### src/rtl/bellek_hakemi_pkg.sv
// rtl/bellek_hakemi_pkg.sv - shared state, service codes and block defaults for the memory arbiter
package bellek_hakemi_pkg;

  typedef enum logic [1:0] {
    BOSTA  = 2'd0,
    BB_OKU = 2'd1,
    VB_OKU = 2'd2,
    VB_YAZ = 2'd3
  } durum_t;

  typedef enum logic {
    HIZMET_BB = 1'b0,
    HIZMET_VB = 1'b1
  } hizmet_t;

  localparam int BLOK_KELIME_VARSAYILAN = 4;

  // Block-aligned base: clears the byte offset inside one burst-sized block.
  function automatic logic [31:0] taban_adres(input logic [31:0] adres, input int blok_kelime);
    return adres & ~(32'(4 * blok_kelime) - 32'd1);
  endfunction

endpackage

### src/rtl/bellek_burst_sayaci.sv
// rtl/bellek_burst_sayaci.sv - word counter for one memory burst with clear and last-word flag
module bellek_burst_sayaci #(
  parameter int BLOK_KELIME = 4,
  parameter int SAYAC_BIT   = 2
) (
  input  logic                 clk,
  input  logic                 rst,
  input  logic                 temizle,
  input  logic                 artir,
  output logic [SAYAC_BIT-1:0] sayac,
  output logic                 son
);

  assign son = (sayac == SAYAC_BIT'(BLOK_KELIME - 1));

  always_ff @(posedge clk or posedge rst) begin
    if (rst) begin
      sayac <= '0;
    end else if (temizle || (artir && son)) begin
      sayac <= '0;
    end else if (artir) begin
      sayac <= sayac + SAYAC_BIT'(1);
    end
  end

endmodule

### src/rtl/bellek_hakemi.sv
// rtl/bellek_hakemi.sv - shares one main-memory port between instruction and data cache bursts
module bellek_hakemi
  import bellek_hakemi_pkg::*;
#(
  parameter int BLOK_KELIME = BLOK_KELIME_VARSAYILAN,
  parameter int SAYAC_BIT   = $clog2(BLOK_KELIME)
) (
  input  logic                 clk_i,
  input  logic                 rst_i,
  input  logic                 bb_istek_i,
  input  logic [31:0]          bb_adres_i,
  input  logic                 bb_iptal_i,
  output logic                 bb_kabul_o,
  output logic [31:0]          bb_veri_o,
  output logic                 bb_veri_gecerli_o,
  output logic                 bb_bitti_o,
  input  logic                 vb_istek_i,
  input  logic                 vb_yaz_i,
  input  logic [31:0]          vb_adres_i,
  input  logic [31:0]          vb_yaz_veri_i,
  output logic                 vb_yaz_veri_al_o,
  output logic                 vb_kabul_o,
  output logic [31:0]          vb_veri_o,
  output logic                 vb_veri_gecerli_o,
  output logic                 vb_bitti_o,
  output logic [SAYAC_BIT-1:0] kelime_o,
  output logic                 bellek_istek_o,
  output logic                 bellek_yaz_o,
  output logic [31:0]          bellek_adres_o,
  output logic [31:0]          bellek_yaz_veri_o,
  input  logic                 bellek_hazir_i,
  input  logic [31:0]          bellek_veri_i
);

  durum_t                 durum, durum_sonraki;
  hizmet_t                son_hizmet, son_hizmet_sonraki;
  logic [31:0]            taban, taban_sonraki;
  logic                   iptal, iptal_sonraki;
  logic                   bb_sec, vb_sec;
  logic [SAYAC_BIT-1:0]   sayac;
  logic                   son;
  logic                   kelime_bitti;
  logic                   bb_uygun;
  logic                   bb_bastir;

  assign kelime_bitti = (durum != BOSTA) && bellek_hazir_i;
  assign bb_uygun     = bb_istek_i && !bb_iptal_i;
  // A redirect suppresses delivery from its own cycle onward, not just after it registers.
  assign bb_bastir    = iptal || bb_iptal_i;

  bellek_burst_sayaci #(
    .BLOK_KELIME (BLOK_KELIME),
    .SAYAC_BIT   (SAYAC_BIT)
  ) u_sayac (
    .clk     (clk_i),
    .rst     (rst_i),
    .temizle (durum == BOSTA),
    .artir   (kelime_bitti),
    .sayac   (sayac),
    .son     (son)
  );

  always_ff @(posedge clk_i or posedge rst_i) begin
    if (rst_i) begin
      durum      <= BOSTA;
      son_hizmet <= HIZMET_VB;
      taban      <= '0;
      iptal      <= 1'b0;
    end else begin
      durum      <= durum_sonraki;
      son_hizmet <= son_hizmet_sonraki;
      taban      <= taban_sonraki;
      iptal      <= iptal_sonraki;
    end
  end

  always_comb begin
    durum_sonraki      = durum;
    son_hizmet_sonraki = son_hizmet;
    taban_sonraki      = taban;
    iptal_sonraki      = iptal;
    bb_sec             = 1'b0;
    vb_sec             = 1'b0;
    case (durum)
      BOSTA: begin
        iptal_sonraki = 1'b0;
        if (bb_uygun && (!vb_istek_i || son_hizmet == HIZMET_VB)) begin
          bb_sec = 1'b1;
        end else if (vb_istek_i) begin
          vb_sec = 1'b1;
        end
        if (bb_sec) begin
          durum_sonraki      = BB_OKU;
          son_hizmet_sonraki = HIZMET_BB;
          taban_sonraki      = taban_adres(bb_adres_i, BLOK_KELIME);
        end else if (vb_sec) begin
          durum_sonraki      = vb_yaz_i ? VB_YAZ : VB_OKU;
          son_hizmet_sonraki = HIZMET_VB;
          taban_sonraki      = taban_adres(vb_adres_i, BLOK_KELIME);
        end
      end
      BB_OKU: begin
        if (bb_iptal_i) iptal_sonraki = 1'b1;
        if (kelime_bitti && son) begin
          durum_sonraki = BOSTA;
          iptal_sonraki = 1'b0;
        end
      end
      default: begin
        if (kelime_bitti && son) durum_sonraki = BOSTA;
      end
    endcase
  end

  // Grants are combinational from the request, so hold them off while reset is asserted.
  assign bb_kabul_o        = bb_sec && !rst_i;
  assign vb_kabul_o        = vb_sec && !rst_i;

  assign bellek_istek_o    = (durum != BOSTA);
  assign bellek_yaz_o      = (durum == VB_YAZ);
  assign bellek_adres_o    = (durum != BOSTA) ? (taban + (32'(sayac) << 2)) : '0;
  assign bellek_yaz_veri_o = (durum == VB_YAZ) ? vb_yaz_veri_i : '0;
  assign kelime_o          = sayac;

  assign bb_veri_o         = (durum == BB_OKU) ? bellek_veri_i : '0;
  assign bb_veri_gecerli_o = (durum == BB_OKU) && bellek_hazir_i && !bb_bastir;
  assign bb_bitti_o        = bb_veri_gecerli_o && son;

  assign vb_veri_o         = (durum == VB_OKU) ? bellek_veri_i : '0;
  assign vb_veri_gecerli_o = (durum == VB_OKU) && bellek_hazir_i;
  assign vb_yaz_veri_al_o  = (durum == VB_YAZ) && bellek_hazir_i;
  assign vb_bitti_o        = ((durum == VB_OKU) || (durum == VB_YAZ)) && bellek_hazir_i && son;

endmodule
### config.mk
export PLATFORM = sky130hd
export DESIGN_NAME = bellek_hakemi
export DESIGN_NICKNAME = d
export VERILOG_FILES = /design/src/rtl/bellek_hakemi_pkg.sv /design/src/rtl/bellek_burst_sayaci.sv /design/src/rtl/bellek_hakemi.sv
export SDC_FILE = /design/constraint.sdc
export NUM_CORES = 1
export LEC_CHECK = 0
export ABC_AREA = 1
export CORE_MARGIN = 5
export CORE_UTILIZATION = 31
export CTS_CLUSTER_DIAMETER = 150
export DETAILED_ROUTE_END_ITERATION = 8
export PLACE_DENSITY = 0.81
export REMOVE_ABC_BUFFERS = 1
export SYNTH_ARGS = -nofsm -noshare
export SYNTH_HDL_FRONTEND = slang
export SYNTH_SLANG_ARGS = --single-unit
export TNS_END_PERCENT = 100
### constraint.sdc
create_clock -name clk_i -period 1.5 [get_ports clk_i]
set_input_delay 0.375 -clock clk_i [delete_from_list [all_inputs] [get_ports clk_i]]
set_output_delay 0.375 -clock clk_i [all_outputs]
set_load 0.01 [all_outputs]
## Word-level counts from Yosys, hierarchy flattened

Index checks and enable logic that the tools add are counted.

| storage, ports and cells | value |
|---|---|
| input bits | 135 |
| register bits | 38 |

| cells by class | value |
|---|---|
| eq/ne operators | 6 |
| muxes and demuxes | 25 |
| reductions and logical operators | 30 |
| $add $sub $neg | 2 |

Operators with widths:

| operator | count |
|---|---|
| two-way mux 32 bit | 6 |
| adder 32 x 4 -> 32 bit | 1 |
| logical AND 1 bit | 13 |
| two-way mux 1 bit | 12 |
| two-way mux 2 bit | 6 |
| nonzero test 2 bit | 5 |
| == test 2 bit (second input constant) | 3 |
| != test 3 bit (second input constant) | 2 |
| AND reduction 2 bit | 3 |
| zero test 1 bit | 4 |
| logical OR 1 bit | 4 |
| adder 2 x 1 -> 2 bit (second input constant) | 1 |
| == test 2 x 1 -> 1 bit (second input constant) | 1 |
| zero test 2 bit | 1 |
| case mux 1 bit (2 select lines) | 1 |

## Longest topological paths before layout

Gate-level depths: netlist of the first run.

| logic depth | value |
|---|---|
| depth in word-level cells | 8 |
| depth in mapped cells | 8 |

## Cells and area by module

A second synthesis of the first run with hierarchy kept.

| unflattened totals | value |
|---|---|
| cell total of the unflattened synthesis | 511 |
| area, all modules | 2836.5 um^2 |

By module, submodules not included:

| module | cells each | times used | area an instance (um^2) |
|---|---|---|---|
| bellek_hakemi | 498 | 1 | 2731.4 |
| bellek_burst_sayaci | 13 | 1 | 105.1 |

## Least setup slack after synthesis of the first run

OpenSTA, ideal clock, no wires.

| timing | value |
|---|---|
| path type | flip-flop to output port |
| start point | reg son_hizmet |
| end point | out bb_kabul_o |
| setup slack | 25 ps |
| cell stages (with the launch flop) | 6 |
| arrival time | 1100 ps |
| path buffers | 1 |
| cells stage by stage | dfstp_2 -> inv_1 -> nand2_1 -> nand2_1 -> buf_2 -> nor3_1 |

| between the ends | value |
|---|---|
| word-level cells in the longest chain between the ends | 6 |

Ends and longest elaborated chain:

| item | line | text |
|---|---|---|
| from (decl) | bellek_hakemi.sv:36 | `hizmet_t son_hizmet, son_hizmet_sonraki;` |
| from (signal assigned) | bellek_hakemi.sv:71 | `son_hizmet <= son_hizmet_sonraki;` |
| logical OR 1 bit | bellek_hakemi.sv:87 | `if (bb_uygun && (!vb_istek_i \|\| son_hizmet == HIZMET_VB)) begin` |
| logical AND 1 bit | bellek_hakemi.sv:87 |  |
| two-way mux 1 bit | bellek_hakemi.sv:87 |  |
| two-way mux 1 bit (2 in series) | bellek_hakemi.sv:84 | `case (durum)` |
| logical AND 1 bit | bellek_hakemi.sv:116 | `assign bb_kabul_o = bb_sec && !rst_i;` |
| to (decl) | bellek_hakemi.sv:13 | `output logic bb_kabul_o,` |

Every way passes these cells. The select of a mux whose other input is x is not followed.

## Worst setup path after layout of the first run

| timing | value |
|---|---|
| start point | reg durum[1] |
| end point | out bellek_adres_o[13] |

| between the ends | value |
|---|---|
| word-level cells in the longest chain between the ends | 2 |

Ends and longest elaborated chain:

| item | line | text |
|---|---|---|
| from (decl) | bellek_hakemi.sv:35 | `durum_t durum, durum_sonraki;` |
| from (signal assigned) | bellek_hakemi.sv:70 | `durum <= durum_sonraki;` |
| nonzero test 2 bit | bellek_hakemi.sv:121 | `assign bellek_adres_o = (durum != BOSTA) ? (taban + (32'(sayac) << 2)) : '0;` |
| two-way mux 32 bit | bellek_hakemi.sv:121 |  |
| to (decl) | bellek_hakemi.sv:29 | `output logic [31:0] bellek_adres_o,` |

Every way passes these cells.

==> summary.md, run 1 <==
| Metric | Value |
|---|---|
| Final std cells w/o fill | `920` |
| Vias in the first global route | `4176` |
| Final Max Slew Viols | `0` |
| Crit-path max FO | `5` |
| Maxcap violations | `0` |
| Synth-to-layout area growth | `119%` |
| Distinct cells, synth | `24` |
| Dpl cells | `882` |
| First-pass GRT wire length | `21200 um` |
| TritonCTS clock tree | `done` |
| CTS H-tree lvls | `2` |
| CP startpoint | `durum[1]` |
| DIE HEIGHT | `106 um` |
| Most Frequent Cell on Critical Path | `buf_6` |
| Final ANT Viol Nets | `0` |
| Total wire length | `14300 um` |
| Yosys warning count | `0` |
| Vias/cell | `4.44` |
| Starting DRT DRC Count | `195` |
| Number of synthesized register bits | `34` |
| Reg2reg path depth | `11` |
| Tmin final | `1870 ps` |
| Power Dens Cells | `1630 nW/um2` |
| Clk_lat worst skew | `270 ps` |
| Clk buf depth | `2` |
| Hold-critical path endpoint | `taban[20]` |
| Status | `finished, violations left` |
| Root Driver | `clkbuf_8` |
| Worst-path clk slew | `70 ps` |
| Largest net degree at the start of global routing | `31` |
| GR met1 Demand/Resource | `24.5%` |
| Setup TNS | `-40670 ps` |
| Final core occ | `68.7%` |
| Most used cells in the layout excluding fill and tap cells | `126 x inv_1, 122 x clkdlybuf4s50_1, 91 x nand2_1, 91 x nor2_1, 70 x buf_2` |
| Mapped Area | `2870 um2` |
| Total core area | `9150 um2` |
| CP Capture Type | `primary output` |
| Peak supply drop | `0.807 mV` |
| Hold WC Path Type | `reg2reg` |
| Finish-stage setup viols | `164` |
| Initial antenna violation count | `0` |
| RSZ-0062 raised after global routing | `true` |
| Via count | `4082` |
| Fin. Hold Viols | `0` |
| Leakage | `0.00353 uW` |
| M3 GR Usage | `5.34%` |
| Startpoint types | `flop` |
| Drt pass-1 iters | `5` |
| Reg-to-reg slack, setup | `-170 ps` |
| CTS Hold Bufs | `0` |
| Kind of critical path | `reg2out` |
| Clock power share | `6.7%` |
| Register area share after synthesis | `29.6%` |
| NumNets Final | `943` |
| Die width | `106 um` |
| Flop pwr share | `15.9%` |
| Net Sw Frac | `45.0%` |
| Share of layout cells above drive strength 1 | `31.4%` |
| Starting density of the core | `31.4%` |
| Max Clk Rate | `536 MHz` |
| Combinational power share | `77.4%` |
| CP Data Required Time | `1120 ps` |
| HPWL Detailed | `10800 um` |
| Internal | `5650 uW` |
| Setup WS post-layout | `-366 ps` |
| Fin crit share | `124%` |
| Critical Path AT | `1490 ps` |
| Cells after Synth | `502` |
| Hold path start | `taban[20]` |
| Avg Inst Size Synth | `5.73 um2` |
| All-layer global routing usage | `23.6%` |
| Reg2Reg Launch Point | `durum[1]` |
| DR WL/cell | `15.5 um` |
| Worst reg2reg path endpoint | `taban[8]` |
| # DRC | `0` |
| Commonest non-fill, non-tap cell in the layout | `inv_1` |
| Sequence of cells on the critical path | `inv_2 -> buf_4 -> nand2_8 -> inv_8 -> buf_6 -> buf_16 -> nor2_4 -> buf_6` |
| WHS Path Cells | `2` |
| Max stage delay cell, worst path | `dfrtp_1` |
| Most Used Layer, Global Route | `met2` |
| Met2 GRT Util | `45.6%` |
| Buffers added on ports | `263` |
| NetSw | `4620 uW` |
| TritonCTS Sinks | `34` |
| Cell row count | `35` |
| IO Count | `274` |
| Die ar. | `11300 um2` |
| Failing checks | `negative setup slack` |
| Clock Skew | `4.50 ps` |
| Grt total ovfl | `0` |
| Max stage delay on crit path | `360 ps` |
| TritonCTS Buffers | `5` |
| GP Congestion | `0.851` |
| Hold WS | `485 ps` |
-- power by group through the flow --
stage | registers (uW) | clock network [uW] | logic [uW]
after CTS | 1620 | 701 | 7320
after global placement | 1610 | 0 | 6450
after global routing | 1680 | 755 | 8540
after floorplan | 1600 | 0 | 2570
final | 1630 | 683 | 7950
after detailed placement | 1640 | 0 | 6570
-- cell families after synthesis --
group	count (synthesis)	share of synthesized area [%]
compound gates	5	1.00
flops	34	29.6
fa+ha+maj	1	0.435
other cells	1	0.130
buf+inv	162	23.6
simple gates	299	45.2
-- per-layer routing --
| metal | share of wire [%] | vias to the layer above |
|---|---|---|
| met2 | 55 | 182 |
| met5 | 0 | - |
| met3 | 7.6 | 25 |
| met4 | 2.8 | 0 |
| met1 | 35 | 1839 |
| li1 | - | 2036 |
-- synth_stat cells --
library cell | count | area [um2]
o21ai_1 | 2 | 10.0
nor2_1 | 132 | 495
buf_2 | 17 | 85.1
nor2_4 | 1 | 11.3
o21ai_2 | 1 | 8.76
nor3_1 | 2 | 10.0
nand2_4 | 1 | 11.3
dfstp_2 | 1 | 26.3
inv_2 | 3 | 11.3
dfrtp_1 | 33 | 826
nor4_1 | 1 | 6.26
nor2_2 | 1 | 6.26
ha_1 | 1 | 12.5
clkbuf_1 | 1 | 3.75
buf_6 | 1 | 11.3
nand2_1 | 98 | 368
conb_1 | 1 | 3.75
buf_4 | 11 | 82.6
nand3_1 | 31 | 155
nand4_1 | 3 | 18.8
or2_2 | 1 | 6.26
o21ai_0 | 2 | 10.0
nand3b_1 | 28 | 210
inv_1 | 129 | 484
-- through the flow --
step,area [um2],worst slack [ps],total power [uW]
after floorplan,2700,-884,4170
after global placement,5790,-917,8060
after detailed placement,5790,-1060,8210
after CTS,6090,-393,9650
after global routing,6290,-441,11000
final,6290,-366,10300
-- sequential cells by signal, summed over array words and instances, names as in the netlist --
register,flops
iptal,1
taban,28
son_hizmet,1
u_sayac.sayac,2
durum,2
-- area by class of cell --
type                    instances  area, um2
repair buffers                327       3050
fillers                       795       2860
multi-input cells             307       1640
flip-flops and latches         34        852
inverters                     132        510
well taps                     111        139
clock buffers                   7       86.3
clock inverters                 1       5.00
diodes                          1       2.50
-- worst max-delay path, delay by kind of cell (launching register included) --
kind	cells	cell delay, ps
simple gates	2	230
buf+inv	6	620
flops	1	360
-- how the worst max path moves through the flow --
stage / end / slack (ps) / depth (start not counted)
finish: bellek_adres_o[13] / -370 / 8
global route: bellek_adres_o[13] / -440 / 8
CTS: vb_kabul_o / -390 / 8
detailed placement: bb_bitti_o / -1060 / 4
global placement: bb_bitti_o / -920 / 4
floorplan: bb_kabul_o / -880 / 4
-- timing repair --
item / 4_1_cts / 5_1_grt
resized for setup: 500 / 94
buffers inserted: 15 / 6
setup endpoints to repair: 166 / 168
pin swaps: 10 / 6
cloned: 5 / 5
Note: power is estimated with default switching activity, not from simulation.
==> inputs of run 2 (changes only) <==
--- a/config.mk
+++ b/config.mk
@@ -6,11 +6,13 @@
 export NUM_CORES = 1
 export LEC_CHECK = 0
 export ABC_AREA = 1
-export CORE_MARGIN = 5
-export CORE_UTILIZATION = 31
+export CORE_AREA = 2 2 106 108
 export CTS_CLUSTER_DIAMETER = 150
 export DETAILED_ROUTE_END_ITERATION = 8
-export PLACE_DENSITY = 0.81
+export DIE_AREA = 0 0 108 110
+export GPL_ROUTABILITY_DRIVEN = 0
+export HOLD_SLACK_MARGIN = 0.05
+export PLACE_DENSITY = 0.71
 export REMOVE_ABC_BUFFERS = 1
 export SYNTH_ARGS = -nofsm -noshare
 export SYNTH_HDL_FRONTEND = slang
==> run 2 against run 1 <==
The flow still finishes with violations (negative setup slack). Global-route usage decreased by 2.1 points. Cell area decreased by 1.1%. Clock power grew 2%. Count of clock-buffer cells in the layout unchanged. Register-to-register slack improved by 110 ps. Critical path depth down 1. Critical path type unchanged. Critical endpoint is now bellek_adres_o[24].
==> summary.md, run 2 (synthesis gave the netlist of run 1 again) <==
| Metric | Value |
|---|---|
| Post-route cell area | `6220 um2` |
| Largest register FFs | `28` |
| Drt pass-1 iters | `4` |
| Tmin final | `1860 ps` |
| CTS Hold Bufs | `0` |
| Failing checks | `negative setup slack` |
| Final Max Slew Viols | `0` |
| Critical Path AT | `1480 ps` |
| Buffers added on ports | `263` |
| Top Registers | `taban: 28 flops, durum: 2 flops, u_sayac.sayac: 2 flops` |
| Most used cells in the layout excluding fill and tap cells | `127 x inv_1, 123 x clkdlybuf4s50_1, 106 x nor2_1` |
| Leakage | `0.00349 uW` |
| Clock power share | `7.0%` |
| DP Area | `5840 um2` |
| Starting DRT DRC Count | `235` |
| Hold path start | `taban[12]` |
| Internal | `5490 uW` |
| First-pass GRT wire length | `20000 um` |
| DR WL/cell | `14.6 um` |
| Starting density of the core | `26.9%` |
| Reg2reg path depth | `10` |
| Final ANT Viol Nets | `0` |
| Fin. Hold Viols | `0` |
| Hold WS | `478 ps` |
| TritonCTS Buffers | `5` |
| Cell row count | `38` |
| TritonCTS clock tree | `done` |
| Hold WC Path Type | `reg2reg` |
| All-layer global routing usage | `21.5%` |
| Grt total ovfl | `0` |
| Hold-critical path endpoint | `taban[12]` |
| Net Sw Frac | `44.8%` |
| NumNets Final | `945` |
| Combinational power share | `76.6%` |
| Worst-path clk slew | `70 ps` |
| Reg-to-reg slack, setup | `-60 ps` |
| Setup WS post-layout | `-359 ps` |
| Flop pwr share | `16.4%` |
| Reg2Reg Launch Point | `durum[0]` |
| Tot Pwr | `9950 uW` |
| Clk buf depth | `2` |
| Status | `finished, violations left` |
| DIE HEIGHT | `110 um` |
| Worst reg2reg path endpoint | `taban[28]` |
| Clock Skew | `6.32 ps` |
| Share of layout cells above drive strength 1 | `30.9%` |
| TritonCTS Sinks | `34` |
| Final core occ | `58.2%` |
| Vias in the first global route | `3918` |
| Synth-to-layout area growth | `116%` |
| Finish-stage setup viols | `165` |
| Antenna diode count | `0` |
| Clk_lat worst skew | `280 ps` |
| Vias/cell | `4.30` |
| Total core area | `10700 um2` |
| Largest reg by FF count | `taban` |
| Root Driver | `clkbuf_8` |
| Initial antenna violation count | `0` |
| Die ar. | `11900 um2` |
| Largest net degree at the start of global routing | `31` |
| CP startpoint | `durum[1]` |
| Maxcap violations | `0` |
| Via count | `4082` |
| NetSw | `4460 uW` |
| Fin crit share | `124%` |
| Crit-path max FO | `8` |
| Die width | `108 um` |
| HPWL Detailed | `10500 um` |
| Final std cells w/o fill | `950` |
| # DRC | `0` |
| Commonest non-fill, non-tap cell in the layout | `inv_1` |
| Total wire length | `13900 um` |
| Max Clk Rate | `538 MHz` |
| WHS Path Cells | `2` |
| Peak supply drop | `0.730 mV` |
| Kind of critical path | `reg2out` |
| Dpl cells | `914` |
| CTS H-tree lvls | `2` |
| CP Data Required Time | `1120 ps` |
| Fillcell total | `991` |
| Startpoint types | `flop` |
| IO Count | `274` |
| Power Dens Cells | `1600 nW/um2` |
| RSZ-0062 raised after global routing | `true` |
| CP Capture Type | `primary output` |
==> run 2: cell types whose count changed in the layout (fill, tap and decap cells not counted), moves of 2 or more <==
cell           before  now
nand2_4             2    0
buf_2              70   66
inv_4               0    2
inv_2               4    2
nor2_4             21   14
nand2_2             4    2
nor2_1             91  106
nand2_1            91   93
nor2_2             22   14
dlygate4sd2_1      22    8
nand2_8             2    4
clkbuf_2            5   26
==> run 2: final cells by class <==
type | count | area [um2] | area share, %
sequential | 34 | 852 | 13.7
timing repair buffer | 329 | 3010 | 48.4
multi-input combinational | 307 | 1580 | 25.5
tap | 140 | 175 | 2.82
clock buffer | 7 | 86.3 | 1.39
inverter | 132 | 508 | 8.17
clock inverter | 1 | 5.00 | 0.0805
==> run 2: how the worst max path moves through the flow <==
stage	slack, ps	cells after the start	to
final	-360	7	bellek_adres_o[24]
after global routing	-430	7	bellek_adres_o[24]
after CTS	-370	5	bb_veri_o[23]
after detailed placement	-960	4	bb_bitti_o
after global placement	-880	7	vb_kabul_o
after floorplan	-880	4	bb_kabul_o
==> run 2: timing repair <==
item | 4_1_cts | 5_1_grt
gates cloned | 6 | 4
setup endpoints to repair | 168 | 166
pin swaps | 7 | 0
setup buffers | 15 | 4
resized for setup | 504 | 80
==> run 2: worst max-delay path, cell delays in order, from the launching register on <==
cell and delay (ps):
dfrtp_1 410, inv_4 80, buf_12 130, nand2_8 90, inv_8 50, buf_8 130, nor2_1 80, clkdlybuf4s15_2 220
==> run 2: power groups by stage <==
stage / clock network [uW] / registers [uW] / logic, uW
global route: 760 / 1690 / 8240
finish: 696 / 1630 / 7630
detailed placement: 0 / 1640 / 6590
floorplan: 0 / 1600 / 2570
global placement: 0 / 1620 / 6490
CTS: 714 / 1630 / 7190
==> run 2: metrics by stage <==
step	TNS [ps]	setup slack, ps
6_report	-35670	-359
5_1_grt	-48000	-431
4_1_cts	-35150	-374
3_5_place_dp	-70170	-963
3_3_place_gp	-68120	-878
2_1_floorplan	-26610	-884
==> run 2: routing by layer <==
layer	vias to the layer above	global-route usage (%)	wire length, um
met5	-	0	0
met4	0	6.14	329
met3	24	4.41	1150
met2	176	41.6	7370
met1	1844	23.6	5020
li1	2038	-	-
